### config.mk
export PLATFORM = sky130hd
export DESIGN_NAME = audio_pwm_player
export DESIGN_NICKNAME = d
export VERILOG_FILES = /design/src/rtl/audio_pkg.sv /design/src/rtl/audio_pwm_player_pwm_core.sv /design/src/rtl/audio_pwm_player.sv
export SDC_FILE = /design/constraint.sdc
export NUM_CORES = 1
export LEC_CHECK = 0
export BUFFER_PORTS_ARGS = -buffer_cell sky130_fd_sc_hd__buf_4
export CAP_MARGIN = 20
export CELL_PAD_IN_SITES_DETAIL_PLACEMENT = 1
export CELL_PAD_IN_SITES_GLOBAL_PLACEMENT = 1
export CORE_ASPECT_RATIO = 1.75
export CORE_MARGIN = 1
export CORE_UTILIZATION = 30
export CTS_CLUSTER_SIZE = 8
export DETAILED_ROUTE_END_ITERATION = 7
export GPL_TIMING_DRIVEN = 0
export PLACE_DENSITY = 0.7
export REMOVE_ABC_BUFFERS = 1
export SLEW_MARGIN = 0
export SYNTH_ARGS = -nofsm -noshare
export SYNTH_HDL_FRONTEND = slang
export SYNTH_SLANG_ARGS = --single-unit
### constraint.sdc
create_clock -name clk -period 2.3 [get_ports clk]
set_input_delay 0.345 -clock clk [delete_from_list [all_inputs] [get_ports clk]]
set_output_delay 0.345 -clock clk [all_outputs]
set_load 0.1 [all_outputs]
### src/rtl/audio_pkg.sv
// Shared widths, state encoding and duty scaling for the audio PWM player.
package audio_pkg;

    localparam int PWM_BITS        = 8;
    localparam int INDEX_W         = 8;
    localparam int PHASE_W_DEFAULT = 16;

    typedef enum logic [1:0] {
        IDLE  = 2'd0,
        START = 2'd1,
        PLAY  = 2'd2,
        DRAIN = 2'd3
    } state_t;

    // Volume attenuation is a plain logical right shift of the table sample.
    function automatic logic [PWM_BITS-1:0] scale_duty(input logic [PWM_BITS-1:0] sample,
                                                        input logic [1:0]          volume);
        return sample >> volume;
    endfunction

endpackage

### src/rtl/audio_pwm_player_pwm_core.sv
// PWM timebase for audio_pwm_player: prescaler, 8-bit period counter,
// registered duty comparator and end-of-period wrap pulse.
module pwm_core
    import audio_pkg::*;
#(
    parameter int CLK_DIV = 1
) (
    input  logic                clk,
    input  logic                rst,
    input  logic                run,
    input  logic [PWM_BITS-1:0] duty,
    output logic                pwm_out,
    output logic                wrap
);

    localparam int               PRE_W    = (CLK_DIV > 1) ? $clog2(CLK_DIV) : 1;
    localparam logic [PRE_W-1:0] PRE_LAST = PRE_W'(CLK_DIV - 1);

    logic [PRE_W-1:0]    prescaler;
    logic [PWM_BITS-1:0] pwm_cnt;
    logic                tick;

    assign tick = run && (prescaler == PRE_LAST);
    assign wrap = tick && (pwm_cnt == '1);

    // Everything is held at zero while not running so each play starts on a clean period.
    always_ff @(posedge clk) begin
        if (rst || !run) begin
            prescaler <= '0;
            pwm_cnt   <= '0;
            pwm_out   <= 1'b0;
        end else begin
            prescaler <= tick ? '0 : prescaler + PRE_W'(1);
            if (tick) begin
                pwm_cnt <= pwm_cnt + PWM_BITS'(1);
            end
            pwm_out <= (pwm_cnt < duty);
        end
    end

endmodule

### src/rtl/audio_pwm_player.sv
// Audio PWM player: phase accumulator addresses an external waveform table and
// the captured sample sets the PWM duty. Define AUDIO_VOLUME_EN to add a volume port.
module audio_pwm_player
    import audio_pkg::*;
#(
    parameter int CLK_DIV = 1,
    parameter int PHASE_W = PHASE_W_DEFAULT
) (
    input  logic                clk,
    input  logic                rst,
    input  logic                enable,
    input  logic [PHASE_W-1:0]  tune_word,
`ifdef AUDIO_VOLUME_EN
    input  logic [1:0]          volume,
`endif
    output logic [INDEX_W-1:0]  index,
    input  logic [PWM_BITS-1:0] sample_in,
    output logic                pwm_out,
    output logic                amp_en,
    output logic                sample_strobe
);

    state_t              state;
    logic [PHASE_W-1:0]  phase;
    logic [PHASE_W-1:0]  phase_adv;
    logic [PWM_BITS-1:0] duty;
    logic [PWM_BITS-1:0] next_duty;
    logic                run;
    logic                wrap;

`ifdef AUDIO_VOLUME_EN
    assign next_duty = scale_duty(sample_in, volume);
`else
    assign next_duty = sample_in;
`endif

    assign phase_adv = phase + tune_word;
    assign run       = (state == PLAY) || (state == DRAIN);

    pwm_core #(
        .CLK_DIV (CLK_DIV)
    ) u_pwm_core (
        .clk     (clk),
        .rst     (rst),
        .run     (run),
        .duty    (duty),
        .pwm_out (pwm_out),
        .wrap    (wrap)
    );

    // index always mirrors the phase just written, so the table has a whole
    // period to settle before its output is captured at the next wrap.
    always_ff @(posedge clk) begin
        if (rst) begin
            state         <= IDLE;
            phase         <= '0;
            index         <= '0;
            duty          <= '0;
            amp_en        <= 1'b0;
            sample_strobe <= 1'b0;
        end else begin
            sample_strobe <= 1'b0;
            unique case (state)
                IDLE: begin
                    phase  <= '0;
                    index  <= '0;
                    duty   <= '0;
                    amp_en <= enable;
                    if (enable) begin
                        state <= START;
                    end
                end
                START: begin
                    duty          <= next_duty;
                    phase         <= tune_word;
                    index         <= tune_word[PHASE_W-1 -: INDEX_W];
                    sample_strobe <= 1'b1;
                    amp_en        <= 1'b1;
                    state         <= PLAY;
                end
                PLAY: begin
                    if (wrap) begin
                        duty          <= next_duty;
                        phase         <= phase_adv;
                        index         <= phase_adv[PHASE_W-1 -: INDEX_W];
                        sample_strobe <= 1'b1;
                    end
                    if (!enable) begin
                        state <= DRAIN;
                    end
                end
                DRAIN: begin
                    if (wrap) begin
                        amp_en <= 1'b0;
                        state  <= IDLE;
                    end
                end
            endcase
        end
    end

endmodule

# ---- Word-level counts from Yosys, hierarchy flattened
# Index checks and enable logic that the tools add are counted.
dict set report word_totals {
  regBits 46
  elab_cells 48
  out_inout_bits 11
}
dict set report classes {
  bitwise 1
  eq_ne 8
  n_mux 14
  order_cmp 1
  n_reduce_logical 12
  add_sub_neg 3
}
# op n
set ops {}
lappend ops {{case mux 16 bit (3 select lines)} 1}
lappend ops {{case mux 8 bit (3 select lines)} 2}
lappend ops {{adder 16 bit} 1}
lappend ops {{2-to-1 mux 16 bit} 1}
lappend ops {{2-to-1 mux 8 bit} 2}
lappend ops {{adder 8 x 1 -> 8 bit, second input constant} 1}
lappend ops {{== test 8 bit, second input constant} 1}
lappend ops {{< comparator 8 bit} 1}
lappend ops {{case mux 2 bit (4 select lines)} 1}
lappend ops {{2-to-1 mux 2 bit} 3}
lappend ops {{nonzero test 3 bit} 2}
lappend ops {{== test 2 bit, second input constant} 2}
lappend ops {{!= test 2 x 1 -> 1 bit, second input constant} 2}
lappend ops {{!= test 2 bit, second input constant} 2}
lappend ops {{AND reduction 2 bit} 2}
lappend ops {{case mux 1 bit (3 select lines)} 1}
lappend ops {{AND reduction 3 bit} 1}
lappend ops {{== test 2 x 1 -> 1 bit, second input constant} 1}
lappend ops {{logical AND 1 bit} 2}
lappend ops {{zero test 2 bit} 1}
lappend ops {{logical OR 1 bit} 2}
lappend ops {{2-to-1 mux 1 bit} 2}
lappend ops {{case mux 1 bit (2 select lines)} 1}
lappend ops {{OR reduction 2 bit} 1}
lappend ops {{3 further kinds} 3}

# ---- Depth between registers and ports, before layout
# Gate-level depths: netlist of the first run.
dict set report depth {
  word_depth 6
  ltp_mapped 9
}

# ---- Hierarchy
# A second synthesis of the first run with hierarchy kept.
dict set report unflattened {
  hier_cells 321
  area_unflattened_um2 2723.9
}
# module n_inst cells_each area_per_inst_um2
set by_module_without_submodules {}
lappend by_module_without_submodules {audio_pwm_player 1 252 2115.8}
lappend by_module_without_submodules {pwm_core 1 69 608.1}

# ---- Worst setup path after synthesis of the first run
# Ideal clock, no wire load.
dict set report synth_timing {
  path_type {input port to flip-flop}
  from {in tune_word[0]}
  to {reg index[4]}
  t_arrival_ns 2.146
  setup_slack_ns 0.024
  setup_time_ns 0.130
  path_stages 8
  path_cell_list {ha_1 -> fa_1 -> a21o_1 -> a311oi_1 -> nor4_1 -> a2111oi_2 -> xnor2_1 -> o22ai_1}
}
dict set report synth_between {
  elab_chain_len 3
}
# element line
set synth_rtl {}
lappend synth_rtl {{start, declared} audio_pwm_player.sv:12} ;# input logic [PHASE_W-1:0] tune_word,
lappend synth_rtl {{adder 16 bit} audio_pwm_player.sv:37} ;# assign phase_adv = phase + tune_word;
lappend synth_rtl {{2-to-1 mux 8 bit} audio_pwm_player.sv:82} ;# if (wrap) begin
lappend synth_rtl {{case mux 8 bit (3 select lines)} audio_pwm_player.sv:63} ;# unique case (state)
lappend synth_rtl {{end signal, assigned} audio_pwm_player.sv:76} ;# index <= tune_word[PHASE_W-1 -: INDEX_W];
lappend synth_rtl {{end signal, assigned} audio_pwm_player.sv:85} ;# index <= phase_adv[PHASE_W-1 -: INDEX_W];
lappend synth_rtl {{end, declared} audio_pwm_player.sv:16} ;# output logic [INDEX_W-1:0] index,
# No other way between the ends. The select of a mux whose other input is x is not followed.
# A chain may end at the register's enable or synchronous reset.

# ---- Final worst setup path of the first run
dict set report layout_timing {
  from {reg phase[0]}
  to {reg index[6]}
}
dict set report layout_between {
  elab_chain_len 3
}
# element line
set layout_rtl {}
lappend layout_rtl {{start, declared} audio_pwm_player.sv:24} ;# logic [PHASE_W-1:0] phase;
lappend layout_rtl {{start signal, assigned} audio_pwm_player.sv:75} ;# phase <= tune_word;
lappend layout_rtl {{start signal, assigned} audio_pwm_player.sv:84} ;# phase <= phase_adv;
lappend layout_rtl {{adder 16 bit} audio_pwm_player.sv:37}
lappend layout_rtl {{2-to-1 mux 8 bit} audio_pwm_player.sv:82}
lappend layout_rtl {{case mux 8 bit (3 select lines)} audio_pwm_player.sv:63}
# No other way between the ends. The select of a mux whose other input is x is not followed.

==> metrics.cfg, run 1 <==
[run_status]
outcome=completed

[synthesis]
synth_top_family_by_area=simple AND/OR/NAND/NOR gates
yosysWarnings=0
synth_compound_area_share_pct=19.6
netlist_instances=314
ys_types=53
synth_ff_type=dfxtp_1
yosys.area_share.xor_xnor_pct=6.69
muxShareOfSynthArea_pct=3.82
syn_avg_cell_area_sq_um=8.34
async_reset_ff_share_pct=0
yosys.area_share.simple_pct=20.0
synthAdderAreaFrac_pct=13.7
synth_area_sq_um=2620
yosysSeqAreaShare_pct=29.0
synth_edf_count=0
ys_ff_latch=38

[setup_path]
end_kind=register
r2r-start=phase[0]$_SDFFE_PP0P_
r2r-end=index[6]$_SDFFE_PP0P_
rr_worst_depth=8
path_delay_family=compound AO/OA/AOI/OAI gates
crit_fanout=3
worst-setup-path-type=reg -> reg
cp.arrival_ns=2.44
cp.depth=8
rrSetupSlack_ns=0.03
required_ns=2.47
crit_path_max_incr_delay_ns=0.42
critical_path_buf_inv_count=0
crit_chain=ha_2, fa_2, a21o_1, a311oi_4, nor3_2, o31a_1, xnor2_1, o22ai_1
crit_slowest_cell=a311oi_4
worst_setup_path_start_kind=register

[floorplan]
start_util_pct=31.3
pin_count=38
dieArea_sq_um=9130
die_w_um=72.6
coreArea_sq_um=8370
die_y_um=126
rows=44

[global_route]
overflow=0
grt_max_degree=31
grt_util_all_layers_pct=17.4
grt_first_pass_wirelength_um=12100
antenna_found_initial=0
grt_pass1_vias=2576

[timing]
finalCritPeriodShare_pct=98.6
max_freq_ghz=0.441
setup_violations=0
worst_slew_pin_slew_ns=0.790
slew_headroom_pct=47.2
final.setup_skew_ns=0.00942
slew_violations=0
hold_viol_final=0
timing.final.crit_period_ns=2.27

[final_layout]
fin_nets=408
diodes=0
nFillCells=1007
postLayoutCoreUtil_pct=39.2
drive_gt1_share_pct=23.2
finalInstanceArea_sq_um=3280
syn2layout_area_growth_pct=25.4

[power_and_ir_drop]
pwr-share-comb_pct=50.9
total_power_w=0.00342
powerDensity_nw_per_um2=1040
power.leakage_nw=1.37
seqPwrFrac_pct=25.3
ir_drop_v=0.000390
netSwitchingFraction_pct=43.9
switchingPower_w=0.00150
intPower_w=0.00192
clkPwrFrac_pct=23.8

[routing]
first_pass_iters=4
vias=2428
detail-route-antenna-nets=0
drt_iter0_drc=70
route.detailed.drc=0
via_per_inst=5.18
routed_wl_um=7480
routedWlPerCell_um=16.0

[cts]
clockRootBuffer=clkbuf_16
ctsHtreeMaxLevel=2
clk_pin_slew_ns=0.06
cts_buffer_depth=2
cts.sink_count=38
clock_latency_ns=0.29
ctsHoldBuffers=0
numCtsBuffers=5
cts_tree=yes

[placement]
port_buffers=37
dp_hpwl_um=5280
place_congestion=0.782
dpl_cell_area_sq_um=2900

[job]
drv_cap=0

[hold_path]
hold_class=in -> reg
worstHoldStart=sample_in[0]
hold_path_depth=3
hold_end=duty[0]$_SDFFE_PP0P_

[area by class of cell]
cell class | count | area (sq um) | share of cell area, %
multi-input combinational | 242 | 1760 | 53.7
sequential | 38 | 761 | 23.2
timing repair buffer | 53 | 398 | 12.1
tap | 115 | 144 | 4.38
clock buffer | 5 | 125 | 3.81
inverter | 13 | 48.8 | 1.49
clock inverter | 3 | 45.0 | 1.37
[flip-flops by register name (all words and copies together), names as in the netlist]
signal,flops
state,2
duty,8
u_pwm_core.prescaler,1
u_pwm_core.pwm_cnt,8
u_pwm_core.pwm_out,1
amp_en,1
index,7
sample_strobe,1
phase,9
[cell families (layout without fill, tap and decap cells)]
| group | count (synthesis) | count (layout) |
|---|---|---|
| compound gates | 79 | 80 |
| simple gates | 103 | 103 |
| other cells | 1 | 1 |
| buf+inv | 35 | 74 |
| fa+ha+maj | 28 | 28 |
| mux | 10 | 10 |
| flops | 38 | 38 |
| xor+xnor | 20 | 20 |
[repair_timing]
action | CTS | global route
buffers inserted | 7 | 9
pin swaps | 4 | 4
cloned | 1 | 0
resized for setup | 11 | 5
endpoints found under the setup margin | 27 | 23
[through the flow]
stage | setup slack, ns | TNS [ns] | std cells | hold WS [ns]
3_3_place_gp | -0.656 | -14.24 | 444 | 0.440
4_1_cts | 0.00333 | 0 | 460 | 0.335
2_1_floorplan | -0.0871 | -0.593 | 292 | 0.413
6_report | 0.0311 | 0 | 469 | 0.331
5_1_grt | -0.00454 | -0.00835 | 469 | 0.349
3_5_place_dp | -0.696 | -15.16 | 444 | 0.448
[cells in the final DEF, fill, tap and decap left out, types with 3 or more instances in the layout]
master,netlist,final
nor2b_1,4,4
nand2_1,29,29
dfxtp_1,38,38
clkbuf_16,0,5
and3_1,9,9
xor2_1,9,9
nor2_1,18,18
a21oi_1,29,29
o21ai_0,13,13
inv_1,13,13
buf_4,9,53
o211ai_1,3,3
nand4_1,5,5
ha_1,27,23
o22ai_1,6,6
mux2i_1,10,10
a211oi_1,3,3
xnor2_1,11,11
a21o_1,4,3
nand3_1,21,21
[power by group through the flow]
| stage | combinational [W] | clock [W] | sequential (W) |
|---|---|---|---|
| after global placement | 0.00150 | 0 | 0.000866 |
| after global routing | 0.00189 | 0.000851 | 0.000884 |
| after detailed placement | 0.00154 | 0 | 0.000869 |
| after floorplan | 0.000884 | 0 | 0.00107 |
| after CTS | 0.00166 | 0.000828 | 0.000861 |
| final | 0.00174 | 0.000813 | 0.000865 |
[per-layer routing]
metal  part of all wire [%]  track usage, %  vias to the layer above
met4                    3.6            8.07                        0
met1                     39            17.4                     1184
met2                     55            33.5                       30
met3                    2.2            2.96                       17
met5                      0               0                        -
li1                       -               -                     1197
[worst max-delay path by stage]
stage,from,end,slack [ns]
final,phase[0]$_SDFFE_PP0P_,index[6]$_SDFFE_PP0P_,0.03
after global routing,phase[0]$_SDFFE_PP0P_,index[6]$_SDFFE_PP0P_,-0.005
after CTS,state[0]$_SDFFE_PP0P_,index[2]$_SDFFE_PP0P_,0.003
after detailed placement,state[0]$_SDFFE_PP0P_,index[2]$_SDFFE_PP0P_,-0.70
after global placement,state[0]$_SDFFE_PP0P_,index[2]$_SDFFE_PP0P_,-0.66
after floorplan,state[0]$_SDFFE_PP0P_,index[2]$_SDFFE_PP0P_,-0.09
[cell usage after synthesis, types with 2 or more instances]
master / count / share of area, %
a31o_2: 2 / 0.67
buf_4: 9 / 2.6
o22ai_1: 6 / 1.4
o21ai_0: 13 / 2.5
and3_1: 9 / 2.1
nor2_1: 18 / 2.6
dfxtp_1: 38 / 29
nand2b_1: 2 / 0.48
o211ai_1: 3 / 0.86
a211oi_1: 3 / 0.86
nand2_1: 29 / 4.2
nor4_1: 2 / 0.48
nor2b_1: 4 / 0.95
xnor2_1: 11 / 3.7
a21o_1: 4 / 1.1
clkbuf_1: 8 / 1.1
a31oi_1: 2 / 0.48
nand3_1: 21 / 4.0
inv_1: 13 / 1.9
xor2_1: 9 / 3.0
a21oi_1: 29 / 5.5
o21a_1: 2 / 0.57
nand4_1: 5 / 1.2
and4bb_2: 2 / 0.95
ha_1: 27 / 13
mux2i_1: 10 / 3.8
a22o_1: 2 / 0.67
o21bai_1: 2 / 0.57
buf_2: 2 / 0.38
nor3_1: 4 / 0.76
[worst register-to-register path: cells and delay by family, from the launching register on]
family          cells  cell delay [ns]
compound gates      4             1.02
fa+ha+maj           2             0.53
flops               1             0.31
xor+xnor            1             0.16
simple gates        1             0.12
(Power assumes the default switching activity.)
==> run 2, diff against run 1 <==
--- a/config.mk
+++ b/config.mk
@@ -5,6 +5,7 @@
 export SDC_FILE = /design/constraint.sdc
 export NUM_CORES = 1
 export LEC_CHECK = 0
+export ABC_AREA = 1
 export BUFFER_PORTS_ARGS = -buffer_cell sky130_fd_sc_hd__buf_4
 export CAP_MARGIN = 20
 export CELL_PAD_IN_SITES_DETAIL_PLACEMENT = 1
@@ -15,7 +16,7 @@
 export CTS_CLUSTER_SIZE = 8
 export DETAILED_ROUTE_END_ITERATION = 7
 export GPL_TIMING_DRIVEN = 0
-export PLACE_DENSITY = 0.7
+export PLACE_DENSITY_LB_ADDON = 0.1
 export REMOVE_ABC_BUFFERS = 1
 export SLEW_MARGIN = 0
 export SYNTH_ARGS = -nofsm -noshare
==> run 2 against run 1 <==
  * Clock power shrank 10%
  * Power fell by 4.3%
  * Critical path depth grew 3
  * Synthesized area rose by 6.2%
  * Register-to-register slack better by 0.21 ns
  * Setup slack gained 0.21 ns
  * Non-clock buffer count down 12
  * Design area rose by 0.27%
  * Critical endpoint is now duty[1]$_SDFFE_PP0P_
  * Largest power group unchanged
  * Highest routed layer unchanged
==> metrics.cfg, run 2 <==
[routing]
drt_iter0_drc=58  ; -17%
via_per_inst=4.76  ; -8.1%
first_pass_iters=4  ; unchanged
detail-route-antenna-nets=0  ; unchanged
route.detailed.drc=0  ; unchanged
routedWlPerCell_um=13.9  ; -13%
vias=2815  ; +16%
routed_wl_um=8220  ; +9.9%

[global_route]
grt.met3_usage_pct=2.18  ; -0.78 points
met1_usage_pct=19.1  ; +1.7 points
antenna_found_initial=0  ; unchanged
grt_first_pass_wirelength_um=13700  ; +13%
grt_pass1_vias=2924  ; +14%
grt_max_degree=30  ; -3.2%
grt.busiest_layer=met2
grt_util_all_layers_pct=18.9  ; +1.5 points
use_met2_pct=37.6  ; +4.0 points
overflow=0  ; unchanged

[synthesis]
async_reset_ff_share_pct=0  ; unchanged
ys_ff_latch=38  ; unchanged
yosysMostFrequentCell=nand2_1
netlist_instances=441  ; +40%
synth_ff_type=dfxtp_1
yosys-top-cells-count=nand2_1, inv_1, a21oi_1
yosysWarnings=0  ; unchanged
ys_types=33  ; -38%
synth_area_sq_um=2780  ; +6.2%
yosysTopAreaCellShare_pct=27.4  ; -1.7 points
yosysSeqAreaShare_pct=27.4  ; -1.7 points
synth_edf_count=0  ; unchanged
yosysTopAreaCell=dfxtp_1
synth_area_leaders=dfxtp_1, nand2_1, ha_1
syn_avg_cell_area_sq_um=6.31  ; -24%

[cts]
clock_latency_ns=0.29  ; about the same
cts.sink_count=38  ; unchanged
clockRootBuffer=clkbuf_16
cts_buffer_depth=2  ; unchanged
ctsHtreeMaxLevel=2  ; unchanged
cts_tree=yes
clk_pin_slew_ns=0.06  ; about the same
numCtsBuffers=5  ; unchanged
ctsHoldBuffers=0  ; unchanged

[setup_path]
cp.depth=11  ; +3
path_delay_family=buffers and inverters
end_kind=register
worst-setup-path-type=reg -> reg
worst_setup_path_start_kind=register
crit_path_max_incr_delay_ns=0.39  ; -0.03 ns
rr_worst_depth=11  ; +3
critical_path_buf_inv_count=3  ; +3
cp.arrival_ns=2.27  ; -0.17 ns
required_ns=2.52  ; +0.05 ns
crit_fanout=24  ; +21
crit_slowest_cell=inv_2
crit_chain=inv_1, ha_4, inv_2, nand2_4, nand2_2, nor2_4, nand2_2, o21ai_2, inv_2, nand2_1, a21oi_1

[final_layout]
diodes=0  ; unchanged
fin_nets=526  ; +29%
layout_common_cells=nand2_1, inv_1, a21oi_1, buf_4, dfxtp_1
top_regs=phase: 9 flops, duty: 8 flops, u_pwm_core.pwm_cnt: 8 flops
top_register=phase
finalInstanceArea_sq_um=3290  ; +0.27%
drive_gt1_share_pct=12.5  ; -11 points
largest_register_ffs=9  ; unchanged
final_common_cell=nand2_1
syn2layout_area_growth_pct=18.4

[timing]
final.setup_skew_ns=0.00648  ; -0.00294 ns
setup_slack_ns=0.244  ; +0.213 ns
setup_violations=0  ; unchanged
timing.final.crit_period_ns=2.06  ; -0.213 ns
hold_ws_ns=0.313  ; -0.0184 ns
finalCritPeriodShare_pct=89.4  ; -9.3 points
finalSetupTns_ns=0  ; unchanged
rsz0062_at_grt=no
max_freq_ghz=0.486  ; +10%
hold_viol_final=0  ; unchanged
slew_headroom_pct=44.7  ; -2.5 points
worst_slew_pin_slew_ns=0.830  ; +0.0395 ns
slew_violations=0  ; unchanged

[floorplan]
die_w_um=74.8  ; +2.9%
rows=46  ; +4.5%
die_y_um=129  ; +3.0%
start_util_pct=30.8  ; -0.53 points
coreArea_sq_um=9040  ; +8.0%
pin_count=38  ; unchanged
dieArea_sq_um=9680  ; +6.0%

[placement]
preCtsSetupSlack_ns=-0.552  ; +0.144 ns
dpl_cell_area_sq_um=3090  ; +6.5%
port_buffers=37  ; unchanged
place_congestion=0.799  ; +2.1%
dp_hpwl_um=6270  ; +19%

[power_and_ir_drop]
powerDensity_nw_per_um2=993  ; -4.6%
power.leakage_nw=1.60  ; +17%
ir_drop_v=0.000375  ; -3.9%

[run_status]
outcome=completed

[job]
drv_cap=0  ; unchanged

[hold_path]
hold_path_depth=3  ; unchanged
hold_class=in -> reg

==> run 2: final cells by class <==
cell class / instances / area, sq um
Clock buffer: 6 / 139
Inverter: 61 / 234
Sequential cell: 38 / 761
Tap cell: 120 / 150
Multi-Input combinational cell: 324 / 1690
Fill cell: 1220 / 5740
Clock inverter: 2 / 12.5
Timing Repair Buffer: 41 / 308
==> run 2: cells by family after synthesis <==
family	synth area share [%]
other	0.135
flip-flops	27.4
AO/OA/AOI/OAI	12.6
buffers and inverters	12.4
adder cells (fa/ha/maj)	12.9
XOR/XNOR	1.26
AND/OR/NAND/NOR	33.4
==> run 2: routing by layer <==
layer,vias to the layer above,part of all wire [%]
met5,-,0
met2,25,59
met1,1336,38
li1,1444,-
met3,10,1.7
met4,0,1.7
==> run 2: report_power, final <==
group | switching [W] | total, W | internal [W] | leakage, nW
Clock | 0.000300 | 0.000730 | 0.000430 | 0.0729
Sequential | 0.0000773 | 0.000848 | 0.000771 | 0.309
Combinational | 0.00120 | 0.00169 | 0.000496 | 1.22
==> run 2: tightest hold or removal path, stage by stage <==
cell	delay (ns)
buf_4	0.07
nand2_1	0.04
a21oi_1	0.10
==> run 2: per-stage QoR <==
stage	power, W	utilization [%]	std cells
2_1_floorplan	0.00200	-	423
3_3_place_gp	0.00247	34.2	580
3_5_place_dp	0.00252	34.2	580
4_1_cts	0.00330	36.1	588
5_1_grt	0.00355	36.4	592
6_report	0.00327	36.4	592
==> run 2: worst paths after layout <==
path / start / to / slack, ns
hold reg to reg: duty[4]$_SDFFE_PP0P_ / duty[4]$_SDFFE_PP0P_ / 0.47
setup / recovery: state[0]$_SDFFE_PP0P_ / duty[1]$_SDFFE_PP0P_ / 0.24
hold / removal: sample_in[5] / duty[5]$_SDFFE_PP0P_ / 0.31
setup reg to reg: state[0]$_SDFFE_PP0P_ / duty[1]$_SDFFE_PP0P_ / 0.24
==> run 2: timing repair <==
action	in CTS	in global routing
pin swaps	0	1
setup buffers	0	4
setup endpoints to repair	29	24
resized for setup	3	1
